--- config.mk ---
export PLATFORM = sky130hd
export DESIGN_NAME = encrypter
export DESIGN_NICKNAME = d
export VERILOG_FILES = /design/src/rtl/encrypter.sv
export SDC_FILE = /design/constraint.sdc
export NUM_CORES = 1
export LEC_CHECK = 0
export BUFFER_PORTS_ARGS = -buffer_cell sky130_fd_sc_hd__buf_2
export CORE_AREA = 5 5 72 87
export DETAILED_ROUTE_END_ITERATION = 10
export DIE_AREA = 0 0 77 92
export PLACE_DENSITY = 0.8
export SYNTH_ARGS = -nofsm -noshare
export SYNTH_HDL_FRONTEND = slang
export SYNTH_SLANG_ARGS = --single-unit
--- constraint.sdc ---
create_clock -name clk -period 2.41 [get_ports clk]
set_input_delay 0.1205 -clock clk [delete_from_list [all_inputs] [get_ports clk]]
set_output_delay 0.1205 -clock clk [all_outputs]
set_load 0.02 [all_outputs]
--- src/rtl/encrypter.sv ---
// Frame encrypter: streams one PIXELS-byte frame from the plaintext RAM, XORs it with the key and writes the ciphertext to the same address.
// Optional feature macro: ENCRYPTER_ROLLING_KEY_EN (key rotates left by one after every byte written).
module encrypter #(
  parameter logic [7:0] KEY    = 8'hB3,
  parameter int         PIXELS = 30625,
  parameter int         ADDR_W = 15
) (
  input  logic              clk,
  input  logic              rst_n,
  input  logic              start,
  input  logic [7:0]        plain_data,
  output logic [ADDR_W-1:0] read_addr,
  output logic              read_en,
  output logic [7:0]        cipher_data,
  output logic [ADDR_W-1:0] write_addr,
  output logic              write_en,
  output logic              busy,
  output logic              done
);

  localparam logic [ADDR_W-1:0] LAST = ADDR_W'(PIXELS - 1);

  typedef enum logic [1:0] {IDLE, RUN, DRAIN, DONE} state_t;

  state_t            state_q, state_d;
  logic [ADDR_W-1:0] rd_addr_q, rd_addr_d;
  logic              rd_en_q, rd_en_d;
  logic              busy_q, busy_d;
  logic              done_q, done_d;

  logic              rd_v1_q, rd_v2_q;
  logic [ADDR_W-1:0] addr_p1_q;
  logic [7:0]        cipher_q;
  logic [ADDR_W-1:0] wr_addr_q;
  logic [7:0]        cur_key;

  always_ff @(posedge clk or negedge rst_n) begin
    if (!rst_n) begin
      state_q   <= IDLE;
      rd_addr_q <= '0;
      rd_en_q   <= 1'b0;
      busy_q    <= 1'b0;
      done_q    <= 1'b0;
    end else begin
      state_q   <= state_d;
      rd_addr_q <= rd_addr_d;
      rd_en_q   <= rd_en_d;
      busy_q    <= busy_d;
      done_q    <= done_d;
    end
  end

  always_comb begin
    state_d   = state_q;
    rd_addr_d = rd_addr_q;
    rd_en_d   = rd_en_q;
    busy_d    = busy_q;
    done_d    = 1'b0;
    unique case (state_q)
      IDLE: begin
        rd_addr_d = '0;
        rd_en_d   = 1'b0;
        busy_d    = 1'b0;
        if (start) begin
          state_d = RUN;
          rd_en_d = 1'b1;
          busy_d  = 1'b1;
        end
      end
      RUN: begin
        // The last address stays on the bus for its read cycle; it is never incremented past.
        if (rd_addr_q == LAST) begin
          state_d = DRAIN;
          rd_en_d = 1'b0;
        end else begin
          rd_addr_d = rd_addr_q + ADDR_W'(1);
        end
      end
      DRAIN: begin
        if (rd_v2_q && (wr_addr_q == LAST)) begin
          state_d   = DONE;
          busy_d    = 1'b0;
          done_d    = 1'b1;
          rd_addr_d = '0;
        end
      end
      DONE: begin
        state_d = IDLE;
      end
      default: state_d = IDLE;
    endcase
  end

`ifdef ENCRYPTER_ROLLING_KEY_EN
  logic [7:0] key_q;

  always_ff @(posedge clk or negedge rst_n) begin
    if (!rst_n) begin
      key_q <= '0;
    end else if ((state_q == IDLE) && start) begin
      key_q <= KEY;
    end else if (rd_v1_q) begin
      key_q <= {key_q[6:0], key_q[7]};
    end
  end

  assign cur_key = key_q;
`else
  assign cur_key = KEY;
`endif

  // Stage p1: RAM has sampled the address; stage p2: ciphertext and write strobe registered.
  always_ff @(posedge clk or negedge rst_n) begin
    if (!rst_n) begin
      rd_v1_q   <= 1'b0;
      rd_v2_q   <= 1'b0;
      addr_p1_q <= '0;
      cipher_q  <= '0;
      wr_addr_q <= '0;
    end else begin
      rd_v1_q   <= rd_en_q;
      addr_p1_q <= rd_addr_q;
      rd_v2_q   <= rd_v1_q;
      if (rd_v1_q) begin
        cipher_q  <= plain_data ^ cur_key;
        wr_addr_q <= addr_p1_q;
      end
    end
  end

  assign read_addr   = rd_addr_q;
  assign read_en     = rd_en_q;
  assign cipher_data = cipher_q;
  assign write_addr  = wr_addr_q;
  assign write_en    = rd_v2_q;
  assign busy        = busy_q;
  assign done        = done_q;

endmodule

; Word-level counts from Yosys, hierarchy flattened
; Cells that the tools add are included.
[word_totals]
output_inout_bits = 42
word_cells = 44
register_bits = 60
[op_classes]
n_eq_ne = 9
n_mux = 14
reduce_logical = 9
bitwise = 1
add_sub_neg = 1
[op_table]
columns = op, count
row1 = case mux 15 bit (3 select lines), 1
row2 = == test 15 bit (second input constant), 2
row3 = 2-to-1 mux 15 bit, 2
row4 = adder 15 x 1 -> 15 bit (second input constant), 1
row5 = != test 2 bit (second input constant), 4
row6 = case mux 2 bit (4 select lines), 1
row7 = 2-to-1 mux 2 bit, 3
row8 = AND reduction 3 bit, 2
row9 = 2-to-1 mux 1 bit, 5
row10 = NOT 5 bit, 1
row11 = == test 2 bit (second input constant), 2
row12 = case mux 1 bit (2 select lines), 2
row13 = AND reduction 2 bit, 2
row14 = nonzero test 2 bit, 2
row15 = nonzero test 3 bit, 1
row16 = == test 2 x 1 -> 1 bit (second input constant), 1
row17 = zero test 2 bit, 1
row18 = logical AND 1 bit, 1

; Logic depth before layout (Yosys ltp)
[depth]
word_depth = 4
mapped_depth = 7

; Worst setup path before layout
; OpenSTA, ideal clock, no wires.
[synth_path]
kind = register to register
start = register wr_addr_q[1], in the netlist write_addr[1]
end = register rd_addr_q[14], in the netlist read_addr[14]
required_time_ns = 2.330
t_arrival_ns = 2.187
setup_slack_ns = 0.142
path_buffers = 1
stages_incl_launch_ff = 6
cell_sequence = dfrtp_1 or4b_4 o41a_1 buf_2 or4_4 o211ai_2
[synth_between]
elab_chain_cells = 4
[synth_rtl]
columns = item, line
row1 = "start, declared", 34  ; logic [ADDR_W-1:0] wr_addr_q;
row2 = "start signal, assigned", 126  ; wr_addr_q <= addr_p1_q;
row3 = == test 15 bit, 80  ; if (rd_v2_q && (wr_addr_q == LAST)) begin
row4 = logical AND 1 bit, 80
row5 = != test 2 bit (no line), n/a
row6 = AND reduction 3 bit (no line), n/a
row7 = "end signal, assigned", 46  ; rd_addr_q <= rd_addr_d;
row8 = "end, declared", 26  ; logic [ADDR_W-1:0] rd_addr_q, rd_addr_d;
; No other way between the ends.
; A chain may end at the register's enable or synchronous reset.

; Worst setup path after layout
; Ends and elaborated chain as after synthesis.

==> summary.txt <==
Worst setup path
  – Launch point of the critical path: write_addr[1]
  – WP data required: 2660 ps
  – Critical path class: reg2reg
  – CP endpoint: read_addr[14]
  – Worst path bufs/invs: 0
  – Worst r2r dst: read_addr[14]
  – Critical path depth in cells: 4
  – Slowest cell on crit path: or4b_4
  – Top delay family on crit path: simple AND/OR/NAND/NOR gates
  – Max incr delay on CP: about 570 ps
  – Worst Path Max Fanout: 4
  – R2r setup slk: around 200 ps
  – Crit path capture type: flop
  – Critical R2R Launch: write_addr[1]
  – Crit-path cells: or4b_4 -> o41a_1 -> or4_4 -> o211ai_2
  – Crit path DAT: 2460 ps
  – Worst reg-to-reg path cell count: 4
  – Startpoint Class: flop

Finish
  – Fill cell count: between 300 and 400
  – Ant diodes: 0
  – Area Growth Syn to Fin: 24.7%
  – Post-Layout Cell Count: ~350
  – Fraction of layout cells with a size suffix above 1: 0.365
  – Final nets: between 200 and 300
  – Post-layout util: 0.615

Floorplanning
  – Total core area: between 5000 and 6000 um^2
  – Standard-cell rows: 29
  – Die area: between 7000 and 8000 um^2
  – I/O Pins: 53
  – Die Y: between 90 and 100 um
  – Initial Util: 0.493
  – Die Wd: 77 um

Placement
  – DP Wirelength: between 4000 and 5000 um
  – Final Wtd Congestion: around 0.91
  – # placed instances: about 330
  – IO Port Bufs: 52
  – Place WS: between 200 and 250 ps

Yosys
  – Syn_nets: ~230
  – Unique masters post-synth: 42
  – Synth area leader: dfrtp_1
  – EDFF count, synth: 0
  – Post-synth top area share: 0.579
  – Flops & latches, synth: 60
  – Yosys Warn Count: 0
  – Post-synthesis sequential area ratio: 0.579
  – Post-Syn Area: around 2600 um^2
  – Top cells by area, synth: dfrtp_1 (58%), mux2_2 (7.8%), o31ai_1 (4.6%)
  – Synth async-reset ratio: 1.00
  – Top_reg_cell synth: dfrtp_1
  – Syn avg cell area: about 12 um^2
  – Cells after synthesis: approximately 210

CTS
  – CTS tree: done
  – CTS max path bufs: 2
  – Postcts setup bufs: 0
  – H-Tree Depth: 3
  – Clk_lat worst skew: between 300 and 400 ps
  – TritonCTS buffer count: 9
  – CTS clk-pin slew, worst paths: ~70 ps
  – Clock Sink Count: 60
  – Root Driver: clkbuf_8

STA
  – # setup viols final: 0
  – Setup TNS: 0 ps
  – Slew Limit Fails: 0
  – Final period utilization: 0.916
  – Minimum clock period: between 2000 and 2500 ps
  – Maximum clock rate: 0.453 GHz
  – Worst-margin pin slew: approximately 1000 ps
  – Endpoints failing hold: 0
  – Slew headroom: 0.336
  – Setup slack after layout: 202 ps
  – RSZ-0062 raised after global routing: no
  – Post-Route Skew: roughly 6 ps

Route
  – Vias/cell: 5.79
  – Total Wirelength: approximately 6000 um
  – DRT Pass-1 Iters: 4
  – Antenna-violating nets left: 0
  – # DRC: 0
  – Via count: 2010
  – 1st-iter DRT viols: between 100 and 150
  – WL/cell: 17.3 um

GRT
  – Initial antenna violation count: 0
  – Pin count of the biggest net entering global routing: 47
  – Total GRT Usage: 0.174
  – Vias in the first global route: a little under 2000
  – First-pass GRT wire length: slightly below 10000 um
  – Congestion Overflow GR: 0

Flow run
  – Max-cap violations: 0

Worst hold path
  – Hold/Removal Path Class: in2reg

Pwr
  – Leak Pwr: between 1.5 and 2 nW
  – Total Power: ~1.9 mW
  – Peak supply drop: approximately 0.31 mV
  – PwrDens: approximately 600 nW/um^2

Outcome
  – Status: finished clean
-- flip-flops by register name (all words and copies together) (netlist names) --
register / cells
read_en: 1
busy: 1
state_q: 2
write_en: 1
cipher_data: 8
read_addr: 15
addr_p1_q: 15
done: 1
rd_v1_q: 1
write_addr: 15
-- layer usage --
metal / global-route usage / part of all wire
met1: 0.209 / 0.41
met2: 0.287 / 0.51
met3: 0.0402 / 0.060
met4: 0.0989 / 0.021
met5: 0 / 0
-- kinds of logic (layout without fill, tap and decap cells) --
logic type | count (synthesis) | after routing | synth area share
fa+ha+maj | 6 | 6 | 0.0289
flops | 60 | 60 | 0.579
compound gates | 44 | 44 | 0.129
buf+inv | 22 | 98 | 0.0323
simple gates | 51 | 51 | 0.121
mux | 26 | 26 | 0.110
-- layout by cell type (no fill, tap or decap), drive strengths merged, types with 3 or more instances in the layout --
master,synthesis,routed
buf,3,65
dfrtp,60,60
mux2,19,19
o31ai,16,16
clkbuf,8,13
nand3,11,11
inv,10,10
nand2,9,9
o21ai,9,9
mux2i,7,7
ha,6,6
dlygate4sd3,0,6
nand4,5,5
and2,4,4
nand2b,4,4
nor2,3,3
and3,3,3
a31oi,3,3
o41ai,3,3
-- how the worst min path moves through the flow --
| stage | startpoint | endpoint | slack, ps | depth (start not counted) |
|---|---|---|---|---|
| global route | plain_data[6] | cipher_data[6] | 10 | 2 |
| global placement | plain_data[1] | cipher_data[1] | 300 | 2 |
| CTS | plain_data[2] | cipher_data[2] | 10 | 2 |
| floorplan | rst_n | addr_p1_q[0] | -180 | 0 |
| finish | plain_data[2] | cipher_data[2] | 20 | 2 |
| detailed placement | plain_data[0] | cipher_data[0] | 310 | 2 |
-- layout make-up --
class | instances | area [um^2] | share of cell area
clock inverter | 3 | 20.0 | 0.00619
inverter | 11 | 41.3 | 0.0128
sequential | 60 | 1500 | 0.464
tap | 62 | 77.6 | 0.0240
multi-input combinational | 127 | 1010 | 0.312
timing repair buffer | 71 | 418 | 0.129
clock buffer | 13 | 169 | 0.0522
-- cell usage after synthesis (all sizes together), types with 2 or more instances --
master and count:
and4 2, nor2 3, nand2b 4, a41oi 2, o311ai 2, ha 6
o211ai 2, a31oi 3, o31ai 16, or4b 2, a21oi 2, nor4b 2
inv 10, mux2 19, dfrtp 60, nand3 11, buf 3, o41ai 3
and2 4, mux2i 7, nand2 9, clkbuf 8, o21ai 9, and3 3
nand4 5
-- metrics by stage --
stage,instance area [um^2],hold slack (ps)
final,3240,22.7
after CTS,3240,9.73
after floorplan,2590,-175
after global placement,2990,304
after global routing,3240,10.7
after detailed placement,2990,307
-- repair_timing --
action	CTS	global route
hold buffers	6	0
resized for setup	0	0
hold endpoints to repair	49	0
-- worst register-to-register path, cell delays in order, from the launching register on --
cell and delay (ps):
dfrtp_1 400, or4b_4 570, o41a_1 510, or4_4 510, o211ai_2 140
-- power by group --
part / internal (mW) / leakage [nW] / total, mW / switching (mW)
Clock: 0.456 / 0.0917 / 0.839 / 0.383
Sequential: 1.01 / 0.746 / 1.02 / 0.00325
Combinational: 0.0229 / 0.779 / 0.0608 / 0.0378
No activity file was read; power rests on OpenSTA's default activity.
